===== config.mk =====
export PLATFORM = sky130hd
export DESIGN_NAME = tt_um_ioannisin_rr_mux_arbiter
export DESIGN_NICKNAME = d
export VERILOG_FILES = /design/src/rtl/tt_um_ioannisin_rr_mux_arbiter.sv
export SDC_FILE = /design/constraint.sdc
export NUM_CORES = 1
export LEC_CHECK = 0
export ABC_AREA = 1
export CORE_AREA = 2 2 57 48
export DETAILED_ROUTE_END_ITERATION = 16
export DIE_AREA = 0 0 59 50
export PLACE_DENSITY = 0.73
export SYNTH_ARGS = -nofsm -noshare
export SYNTH_HDL_FRONTEND = slang
export SYNTH_SLANG_ARGS = --single-unit

===== constraint.sdc =====
create_clock -name clk -period 1.8 [get_ports clk]
set_input_delay 0.54 -clock clk [delete_from_list [all_inputs] [get_ports clk]]
set_output_delay 0.54 -clock clk [all_outputs]
set_load 0.05 [all_outputs]

===== src/rtl/tt_um_ioannisin_rr_mux_arbiter.sv =====
`default_nettype none
// ============================================================================
// Module   : tt_um_ioannisin_rr_mux_arbiter
// Purpose  : Round-robin arbiter for four requesters. It shares a 4:1
//            single-bit mux output between them. The registered grant drives
//            the mux select. When other requesters are waiting, the owner
//            loses the grant after HOLD_MAX cycles, unless hold_lock is set.
// Ports    : clk, rst_n (async, active-low), ena (ignored)
//            ui_in[3:0]   req[3:0]      ui_in[7:4]  d[3:0] mux data
//            uio_in[0]    hold_lock     uio_in[7:1] unused
//            uo_out[3:0]  grant one-hot uo_out[5:4] sel
//            uo_out[6]    y             uo_out[7]   busy
//            uio_out, uio_oe: constant 0
// Revision : 1.0  initial release
// ============================================================================
module tt_um_ioannisin_rr_mux_arbiter #(
    parameter int HOLD_MAX = 8
) (
    input  logic       clk,
    input  logic       rst_n,
    input  logic       ena,
    input  logic [7:0] ui_in,
    input  logic [7:0] uio_in,
    output logic [7:0] uo_out,
    output logic [7:0] uio_out,
    output logic [7:0] uio_oe
);

    typedef enum logic [0:0] {
        IDLE  = 1'b0,
        GRANT = 1'b1
    } state_t;

    localparam logic [3:0] c_cnt_max = 4'(HOLD_MAX - 1);

    state_t     r_state, w_state_nxt;
    logic [1:0] r_sel, w_sel_nxt;
    logic [1:0] r_last, w_last_nxt;
    logic [3:0] r_cnt, w_cnt_nxt;

    logic [3:0] w_req;
    logic [3:0] w_d;
    logic       w_hold_lock;
    logic       w_found;
    logic [1:0] w_winner;
    logic [1:0] w_scan_idx;
    logic       w_busy;
    logic [3:0] w_grant;
    logic       w_y;

    assign w_req       = ui_in[3:0];
    assign w_d         = ui_in[7:4];
    assign w_hold_lock = uio_in[0];

    // Scan last+1, last+2, last+3, then last itself. Because last always names
    // the current owner while busy, the owner is checked last. On a timeout it
    // keeps the grant only when it is the sole requester. On a release its
    // req is 0, so it cannot win.
    always_comb begin
        w_found    = 1'b0;
        w_winner   = r_last;
        w_scan_idx = r_last;
        for (int i = 1; i <= 4; i++) begin
            w_scan_idx = r_last + 2'(i);
            if (!w_found && w_req[w_scan_idx]) begin
                w_found  = 1'b1;
                w_winner = w_scan_idx;
            end
        end
    end

    always_ff @(posedge clk or negedge rst_n) begin
        if (!rst_n) begin
            r_state <= IDLE;
            r_sel   <= 2'b00;
            r_last  <= 2'b11;
            r_cnt   <= 4'd0;
        end else begin
            r_state <= w_state_nxt;
            r_sel   <= w_sel_nxt;
            r_last  <= w_last_nxt;
            r_cnt   <= w_cnt_nxt;
        end
    end

    always_comb begin
        w_state_nxt = r_state;
        w_sel_nxt   = r_sel;
        w_last_nxt  = r_last;
        w_cnt_nxt   = r_cnt;
        case (r_state)
            IDLE: begin
                if (w_found) begin
                    w_state_nxt = GRANT;
                    w_sel_nxt   = w_winner;
                    w_last_nxt  = w_winner;
                    w_cnt_nxt   = 4'd0;
                end
            end
            GRANT: begin
                if (!w_req[r_sel]) begin
                    // Release: hand over in the same edge, or drop to idle.
                    // In idle, sel keeps the last owner.
                    w_cnt_nxt = 4'd0;
                    if (w_found) begin
                        w_sel_nxt  = w_winner;
                        w_last_nxt = w_winner;
                    end else begin
                        w_state_nxt = IDLE;
                    end
                end else if (!w_hold_lock && (r_cnt == c_cnt_max)) begin
                    // Timeout: the owner still requests, so w_found is set.
                    w_sel_nxt  = w_winner;
                    w_last_nxt = w_winner;
                    w_cnt_nxt  = 4'd0;
                end else if (r_cnt != c_cnt_max) begin
                    // With hold_lock set, cnt saturates at c_cnt_max. A timeout
                    // then fires on the first edge after hold_lock falls.
                    w_cnt_nxt = r_cnt + 4'd1;
                end
            end
            default: begin
                w_state_nxt = IDLE;
            end
        endcase
    end

    assign w_busy  = (r_state == GRANT);
    assign w_grant = w_busy ? (4'b0001 << r_sel) : 4'b0000;
    assign w_y     = w_busy ? w_d[r_sel] : 1'b0;

    assign uo_out  = {w_busy, w_y, r_sel, w_grant};
    assign uio_out = 8'h00;
    assign uio_oe  = 8'h00;

    logic w_unused;
    assign w_unused = &{1'b0, ena, uio_in[7:1]};

endmodule
`default_nettype wire


Word-level counts from Yosys, hierarchy flattened
Index checks and enable logic that the tools add are counted.
{ "totals": {"regBits": 9, "wordCells": 66, "inputBits": 19, "output_inout_bits": 24} }
{ "op_classes": {"n_shift": 1, "bitwise_logic": 1, "mux": 37, "addsub": 4, "eq_ne": 5, "reduce_logical": 9, "n_lt_le_gt_ge": 5} }
{ "ops": {"columns": ["op", "count"], "rows": [
  ["4-bit two-way mux", 5],
  ["2-bit two-way mux", 9],
  ["2-bit by 3-bit < comparator with 1-bit output, second input constant", 5],
  ["1-bit two-way mux", 13],
  ["1-bit binary-select mux with 2-bit select", 6],
  ["2-bit case mux with 2 select lines", 2],
  ["4-bit case mux with 2 select lines", 1],
  ["2-bit adder, second input constant", 2],
  ["4-bit by 1-bit adder with 4-bit output, second input constant", 1],
  ["4-bit by 3-bit == test with 1-bit output, second input constant", 1],
  ["1-bit logical AND", 4],
  ["1-bit logical NOT", 4],
  ["4-bit by 2-bit inequality test with 1-bit output, second input constant", 1],
  ["4-bit by 3-bit inequality test with 1-bit output, second input constant", 1],
  ["1-bit by 2-bit left shift with 4-bit output, first input constant", 1],
  ["3-bit by 2-bit inequality test with 1-bit output, second input constant", 1],
  ["2-bit by 1-bit adder with 2-bit output, second input constant", 1],
  ["2-bit inequality test, second input constant", 1],
  ["1-bit case mux with 2 select lines", 1],
  ["2-bit AND reduction", 1],
  ["1-bit inverter", 1]
]} }

Logic depth before layout (Yosys ltp)
Gate-level depths: netlist (run 1).
{ "logic_depth": {"depth_word": 16, "ltp_mapped": 14, "mapped_depth_nobuf": 13} }

Least setup slack after synthesis (run 1)
Ideal clock, no wire load.
{ "synth_path": {"path_type": "register to output", "startpoint": "register r_sel[0]", "endpoint": "output uo_out[1]", "required_time_ns": 1.260, "setup_slack_ns": -0.692, "n_path_buf": 0, "path_stages_with_launch": 3, "arrival_time_ns": 1.952, "cell_sequence": "dfrtp_1 -> inv_2 -> nor3_1"} }
{ "synth_via": {"elab_chain_len": 2} }
{ "synth_lines": {"columns": ["element", "line", "rtl"], "rows": [
  ["start, declared", "37", "logic [1:0] r_sel, w_sel_nxt;"],
  ["start signal, assigned", "80", "r_sel <= w_sel_nxt;"],
  ["1-bit by 2-bit left shift with 4-bit output", "129", "assign w_grant = w_busy ? (4'b0001 << r_sel) : 4'b0000;"],
  ["4-bit two-way mux", "129", null],
  ["end, declared", "24", "output logic [7:0] uo_out,"]
]} }
Every way passes these cells.

Worst setup path after layout (run 1)
{ "layout_path": {"startpoint": "register r_state", "endpoint": "output uo_out[6]"} }
{ "layout_via": {"elab_chain_len": 1} }
{ "layout_lines": {"columns": ["element", "line", "rtl"], "rows": [
  ["start, declared", "36", "state_t r_state, w_state_nxt;"],
  ["start signal, assigned", "79", "r_state <= w_state_nxt;"],
  ["1-bit two-way mux", "130", "assign w_y = w_busy ? w_d[r_sel] : 1'b0;"]
]} }
Every way passes these cells.

==> results.md, run 1 <==
- Status: complete, but fails checks
- Failing checks: setup timing
- Post-synth ARST share: 100%
- Post-route setup TNS: -0.422 ns
- Level count of the clock H-tree: 1
- Final Max Slew Viols: 0
- Top-count cell post-synth: nand2_1
- Diodes inserted: 0
- Seq/Total Area, Yosys: 24.4%
- Initial antenna violation count: 0
- FMAX: 522 MHz
- Dpl cells: 187
- Synthesized cell area: 935 um2
- LEAKAGE: 0.739 nW
- Net load switching power: 1.74 mW
- Post-Route Utilization: 62.0%
- Area grow syn2layout: 56.8%
- Hold WS: 0.532 ns
- Core Box Area: 2360 um2
- Setup CP Type: flip-flop to output port
- Power Density: 2220 nW/um2
- Worst R2R Path Depth: 11
- CP Data Arrival Time: 1.37 ns
- Required @ worst endpoint: 1.26 ns
- Setup crit start kind: flip-flop
- Final Hold Fails: 0
- VDD IR max: 0.558 mV
- Ys flop type: dfrtp_1
- Largest net degree at the start of global routing: 11
- Hold buffer count at CTS: 0
- Global-route wire length before repair: 3790 um
- Final critical-path required period: 1.91 ns
- Max Cap Viol: 0
- DRT antenna net count: 0
- Routed WL: 3010 um
- Cell Rows: 16
- Clock latency on the worst-skew pair: 0.28 ns
- Top cell type by total area after synthesis: dfrtp_1
- Switching share of power: 53.4%
- Kind of path behind the tightest hold check: flip-flop to flip-flop
- Die X: 59 um
- Via count: 1033
- Ports: 43
- Synth area leaders: dfrtp_1 19%, nand2_1 18%, buf_4 14%
- Post-synth EDFFs: 0
- Crit end category: output port
- Clock transition at path regs: 0.07 ns
- Detailed-route vias per instance: 5.09
- Cell count after synthesis: 138
- Library cells used by synthesis: 29
- Worst path slowest cell: dfrtp_1
- Cell Count, Final, Fillers Out: 203
- Post-DP HPWL: 1750 um
- Die area: 2950 um2
- Top-area cell type share of the netlist area: 18.7%
- Avg Inst Size Synth: 6.77 um2
- Iteration count of the initial detailed-routing pass: 4
- Detailed Route Iter0 Violations: 53
- GRT Util Overall: 16.9%
- CTS max path bufs: 2
- Reg2Reg Launch Point: r_last[0]
- Remaining Overflow, GRT: 0
- Fill count: 182
- Worst Hold Launch: r_cnt[2]
- Clock power share: 5.2%
- Commonest cells post-synth: 44 x nand2_1, 18 x buf_4, 15 x nand3_1
- Logic pwr share: 80.9%
- Reg2reg end: r_cnt[1]
- Worst Path Max Fanout: 6
- IO buf count: 18
- Drt wl/cell: 14.8 um
- CP endpoint: uo_out[6]
- #FFs+latches synth: 9
- Share of layout cells above drive strength 1: 46.6%
- CP max stage delay: 0.41 ns
- Starting density of the core: 39.6%
- Die Ht: 50 um
- RD Place Congestion: 0.841
- # setup viols final: 9
- Number of global-route vias before repair: 897
- Skew final: 0.0112 ns
- CTS root buf: clkbuf_4
- Post-route setup slack: -0.114 ns
- # clock sinks: 9
- Int Power: 1.51 mW
- DR DRC count: 0
- Final Cycle Share: 106%
- R2R setup slack: -0.03 ns
- Sequential share of power: 13.9%
- CP Launch Point: r_state
- CTS tree: built
- Nets: 197
- RSZ-0062 raised after global routing: yes
- CTS Buf Count: 3
- Yosys warning count: 0
- Critical-path cell list: clkinvlp_4 > a31oi_4 > buf_12
-- repair_timing --
action                     in CTS  in global routing
buffers inserted                3                  9
resized for setup              15                 22
setup endpoints to repair       9                 12
pin swaps                       3                  9
cloned                          0                  0
-- power by group through the flow --
| stage | registers, mW | clock network, mW | logic (mW) |
|---|---|---|---|
| after CTS | 0.440 | 0.160 | 2.23 |
| after floorplan | 0.459 | 0 | 1.38 |
| after global routing | 0.459 | 0.179 | 2.77 |
| after detailed placement | 0.434 | 0 | 2.10 |
| after global placement | 0.423 | 0 | 2.04 |
| final | 0.453 | 0.168 | 2.63 |
-- sequential cells by signal, indices dropped and copies added, names as in the netlist --
register	count
r_cnt	4
r_last	2
r_sel	2
r_state	1
-- cell usage in the layout (no fill, tap or decap), drive strengths merged --
cell	synthesis	routed
nor2	9	9
dlymetal6s2s	0	2
dlygate4sd2	0	6
or2	2	2
nor3	2	2
o21ai	5	5
a22oi	1	1
a21oi	3	3
buf	20	29
conb	1	16
inv	10	9
clkinvlp	0	1
xor2	2	2
dfstp	2	2
clkdlybuf4s50	0	2
a31oi	1	1
nand4	1	1
ha	1	1
nand3	16	16
nand2	54	54
clkbuf	0	3
dfrtp	7	7
clkinv	0	1
and2	1	1
-- how the worst min path moves through the flow --
stage / to / cells past startpoint
floorplan: r_cnt[0] / 0
global placement: r_cnt[2] / 2
detailed placement: r_cnt[2] / 2
CTS: r_cnt[2] / 2
global route: r_cnt[2] / 2
finish: r_cnt[2] / 2
-- area by class of cell --
| class | count | area, um2 | share of cell area (%) |
|---|---|---|---|
| clock buffers | 3 | 22.5 | 1.54 |
| inverters | 10 | 46.3 | 3.16 |
| repair buffers | 39 | 423 | 28.9 |
| well taps | 27 | 33.8 | 2.31 |
| clock inverters | 1 | 5.00 | 0.342 |
| multi-input cells | 114 | 704 | 48.1 |
| flip-flops and latches | 9 | 230 | 15.7 |
-- per-stage QoR --
stage / instance area, um2 / total power [mW] / worst slack, ns
3_5_place_dp: 1240 / 2.53 / -0.294
3_3_place_gp: 1240 / 2.46 / -0.249
2_1_floorplan: 1030 / 1.84 / 0.0373
4_1_cts: 1330 / 2.83 / -0.0732
6_report: 1470 / 3.25 / -0.114
5_1_grt: 1470 / 3.41 / -0.171
-- routing by layer --
metal,vias up,GRT usage [%],wire [um]
li1,482,-,-
met1,477,17.2,1150
met2,67,33.3,1620
met3,7,1.84,195
met4,0,7.20,46
met5,-,0,0
-- worst max-delay path, delay by kind of cell, from the launching register on --
| family | cells | cell delay [ns] |
|---|---|---|
| buffers and inverters | 2 | 0.43 |
| flip-flops | 1 | 0.41 |
| AO/OA/AOI/OAI | 1 | 0.26 |
-- cells by family after synthesis --
group / Yosys count / share of synthesized area (%)
simple gates: 85 / 43.4
buf+inv: 30 / 20.5
compound gates: 10 / 8.17
flops: 9 / 24.4
xor+xnor: 2 / 1.87
fa+ha+maj: 1 / 1.34
other cells: 1 / 0.401
Note: power is estimated with default switching activity, not from simulation.
==> inputs of run 2 (changes only) <==
--- a/config.mk
+++ b/config.mk
@@ -6,10 +6,11 @@
 export NUM_CORES = 1
 export LEC_CHECK = 0
 export ABC_AREA = 1
-export CORE_AREA = 2 2 57 48
+export CORE_AREA = 4 4 58 50
+export CTS_BUF_LIST = sky130_fd_sc_hd__clkbuf_4 sky130_fd_sc_hd__clkbuf_8
 export DETAILED_ROUTE_END_ITERATION = 16
-export DIE_AREA = 0 0 59 50
-export PLACE_DENSITY = 0.73
+export DIE_AREA = 0 0 62 54
+export PLACE_DENSITY = 0.74
 export SYNTH_ARGS = -nofsm -noshare
 export SYNTH_HDL_FRONTEND = slang
 export SYNTH_SLANG_ARGS = --single-unit
==> run 2 against run 1 <==
The flow still finishes with violations (setup timing). Global-route usage decreased by 2.7 points. Largest power group unchanged. Clock skew decreased by 0.0092 ns. Worst setup slack improved by 0.052 ns. Fmax increased by 2.8%. Hold slack improved by 0.0035 ns. Count of clock-buffer cells in the layout increased by 1.
==> results.md, run 2 (same netlist as run 1, synthesis figures left out) <==
- Reg2Reg Launch Point: r_last[0]
- Number of global-route vias before repair: 861 (-4.0%)
- # clock sinks: 9 (unchanged)
- Largest net degree at the start of global routing: 11 (unchanged)
- Post-route setup slack: -0.0622 ns (+0.0523 ns)
- Die X: 62 um (+5.1%)
- Setup crit start kind: flip-flop
- Clock latency on the worst-skew pair: 0.26 ns (-0.02 ns)
- Die Ht: 54 um (+8.0%)
- DRT antenna net count: 0 (unchanged)
- Max layer used: met3
- R2R setup slack: 0.10 ns (+0.13 ns)
- Setup CP Type: flip-flop to output port
- Worst Hold Launch: r_cnt[1]
- Die area: 3350 um2 (+13%)
- Worst Path Max Fanout: 5 (-1)
- Final Max Slew Viols: 0 (unchanged)
- Instance count on the critical path: 5 (+2)
- Nets: 192 (-2.5%)
- Logic pwr share: 79.5% (-1.4 points)
- Most frequent cells in the layout: 42 x nand2_1, 16 x conb_1, 15 x buf_4, 13 x nand3_1, 10 x nand2_2
- CP Launch Point: r_sel[0]
- CP Data Arrival Time: 1.32 ns (-0.05 ns)
- Met1 WL: 951 um (-17%)
- VDD IR max: 1.63 mV (+190%)
- Routed WL: 2270 um (-24%)
- Largest delay share family, worst path: flip-flops
- Area grow syn2layout: 46.6%
- Skew final: 0.00202 ns (-0.00917 ns)
- Global-route wire length before repair: 3550 um (-6.2%)
- RSZ-0062 raised after global routing: yes
- Cell Rows: 16 (unchanged)
- Cell Count, Final, Fillers Out: 198 (-2.5%)
- Final Hold Fails: 0 (unchanged)
- Largest register FFs: 4 (unchanged)
- Drt wl/cell: 11.5 um (-23%)
- Diodes inserted: 0 (unchanged)
- Cell area after layout: 1370 um2 (-6.5%)
- IO buf count: 18 (unchanged)
- Dpl cells: 187 (unchanged)
- Final critical-path required period: 1.86 ns (-0.0523 ns)
- Int Power: 1.42 mW (-6.4%)
- Switching share of power: 51.8% (-1.6 points)
- FMAX: 537 MHz (+2.8%)
- Net load switching power: 1.52 mW (-12%)
- Power Density: 2150 nW/um2 (-3.2%)
- Detailed Route Iter0 Violations: 31 (-42%)
- Worst R2R Path Depth: 12 (+1)
- Reg2reg end: r_cnt[1]
- Worst path slowest cell: dfrtp_2
- GRT Util Overall: 14.1% (-2.7 points)
- CP max stage delay: 0.45 ns (+0.04 ns)
- Ports: 43 (unchanged)
- Crit end category: output port
- CTS tree: built
- Post-Route Utilization: 58.5% (-3.5 points)
- Post-DP HPWL: 1690 um (-3.2%)
- Failing checks: setup timing
- Detailed-route vias per instance: 4.73 (-7.0%)
- Clock power share: 5.9% (+0.7 points)
- Status: complete, but fails checks
- RD Place Congestion: 0.796 (-5.4%)
- LEAKAGE: 0.700 nW (-5.3%)
- Via count: 937 (-9.3%)
- Kind of path behind the tightest hold check: flip-flop to flip-flop
- CTS max path bufs: 2 (unchanged)
- Core Box Area: 2340 um2 (-0.85%)
- CTS Buf Count: 3 (unchanged)
- Final Cycle Share: 103% (-2.9 points)
- Met3 wire length: 210 um (+7.7%)
- Iteration count of the initial detailed-routing pass: 4 (unchanged)
- Level count of the clock H-tree: 1 (unchanged)
- Top reg by flops: r_cnt
- Sequential share of power: 14.6% (+0.7 points)
- Max Cap Viol: 0 (unchanged)
- Initial antenna violation count: 0 (unchanged)
- Met2 WL: 1110 um (-31%)
- Commonest non-fill, non-tap cell in the layout: nand2_1
- # setup viols final: 3 (-6)
- Share of layout cells above drive strength 1: 40.4% (-6.2 points)
- Largest regs: r_cnt x4, r_last x2, r_sel x2
- DP Area: 1240 um2 (unchanged)
- Fill count: 204 (+12%)
- Starting density of the core: 39.9% (+0.34 points)
- Clock transition at path regs: 0.07 ns (about the same)
- Required @ worst endpoint: 1.26 ns (about the same)
- Final total power: 2.94 mW (-9.5%)
- Post-route setup TNS: -0.0934 ns (+0.329 ns)
- Critical-path cell list: inv_4 > nor2_4 > a22oi_2 > a31oi_2 > buf_12
- Critical path buffers and inverters: 2 (unchanged)
- DR DRC count: 0 (unchanged)
- Remaining Overflow, GRT: 0 (unchanged)
- CTS root buf: clkbuf_4
- CP endpoint: uo_out[6]
[run 2: cell count changes in the layout (fill, tap and decap cells not counted), moves of 3 or more]
cell	change
buf_4	-4
nand2_4	-4
nand3_1	+3
nand3_2	-3
nand2_1	+4
[run 2: worst min path at each step]
stage	end	depth (start not counted)
after global routing	r_cnt[0]	2
after CTS	r_cnt[1]	2
after global placement	r_cnt[1]	2
after detailed placement	r_cnt[1]	2
after floorplan	r_cnt[0]	0
final	r_cnt[1]	2
[run 2: what timing repair did]
| action | 4_1_cts | 5_1_grt |
|---|---|---|
| setup buffers | 4 | 3 |
| pin swaps | 4 | 3 |
| resized for setup | 15 | 11 |
| hold buffers | 0 | 0 |
| setup endpoints to repair | 7 | 13 |
[run 2: layout make-up]
class	count	area (um2)	share of cell area [%]
repair buffers	34	378	27.6
inverters	10	42.5	3.11
well taps	27	33.8	2.47
flip-flops and latches	9	230	16.8
multi-input cells	114	656	47.9
clock buffers	4	30.0	2.19
[run 2: power groups by stage]
stage	clock network [mW]	registers (mW)	logic (mW)
CTS	0.176	0.431	2.22
floorplan	0	0.459	1.38
global route	0.191	0.440	2.54
finish	0.175	0.428	2.34
detailed placement	0	0.429	2.09
global placement	0	0.428	2.04
[run 2: routing by layer]
layer,vias up,track usage [%]
li1,475,-
met1,427,16.9
met2,35,24.7
met3,0,4.32
met4,0,2.83
met5,-,0
[run 2: worst register-to-register path, cell delays in order, from the launching register on]
cell and delay, ns:
dfstp_2 0.61, inv_4 0.07, nand2_2 0.06, nand2_2 0.07, nand2_2 0.10, nand2_4 0.07
a21oi_4 0.14, nand3_4 0.11, inv_2 0.08, nand2_2 0.06, nand2_4 0.13, nand2_1 0.08
o21ai_2 0.05
[run 2: per-stage QoR]
step,setup slack [ns],hold WS (ns)
after detailed placement,-0.272,0.515
after global placement,-0.250,0.492
final,-0.0622,0.535
after global routing,-0.124,0.561
after floorplan,0.0373,0.244
after CTS,-0.0185,0.539
==> inputs of run 3 (changes only) <==
--- a/config.mk
+++ b/config.mk
@@ -10,6 +10,7 @@
 export CTS_BUF_LIST = sky130_fd_sc_hd__clkbuf_4 sky130_fd_sc_hd__clkbuf_8
 export DETAILED_ROUTE_END_ITERATION = 16
 export DIE_AREA = 0 0 62 54
+export HOLD_SLACK_MARGIN = 0.1
 export PLACE_DENSITY = 0.74
 export SYNTH_ARGS = -nofsm -noshare
 export SYNTH_HDL_FRONTEND = slang
==> results of run 3 <==
No change in the layout: final DEF, timing and power equal those of run 2.
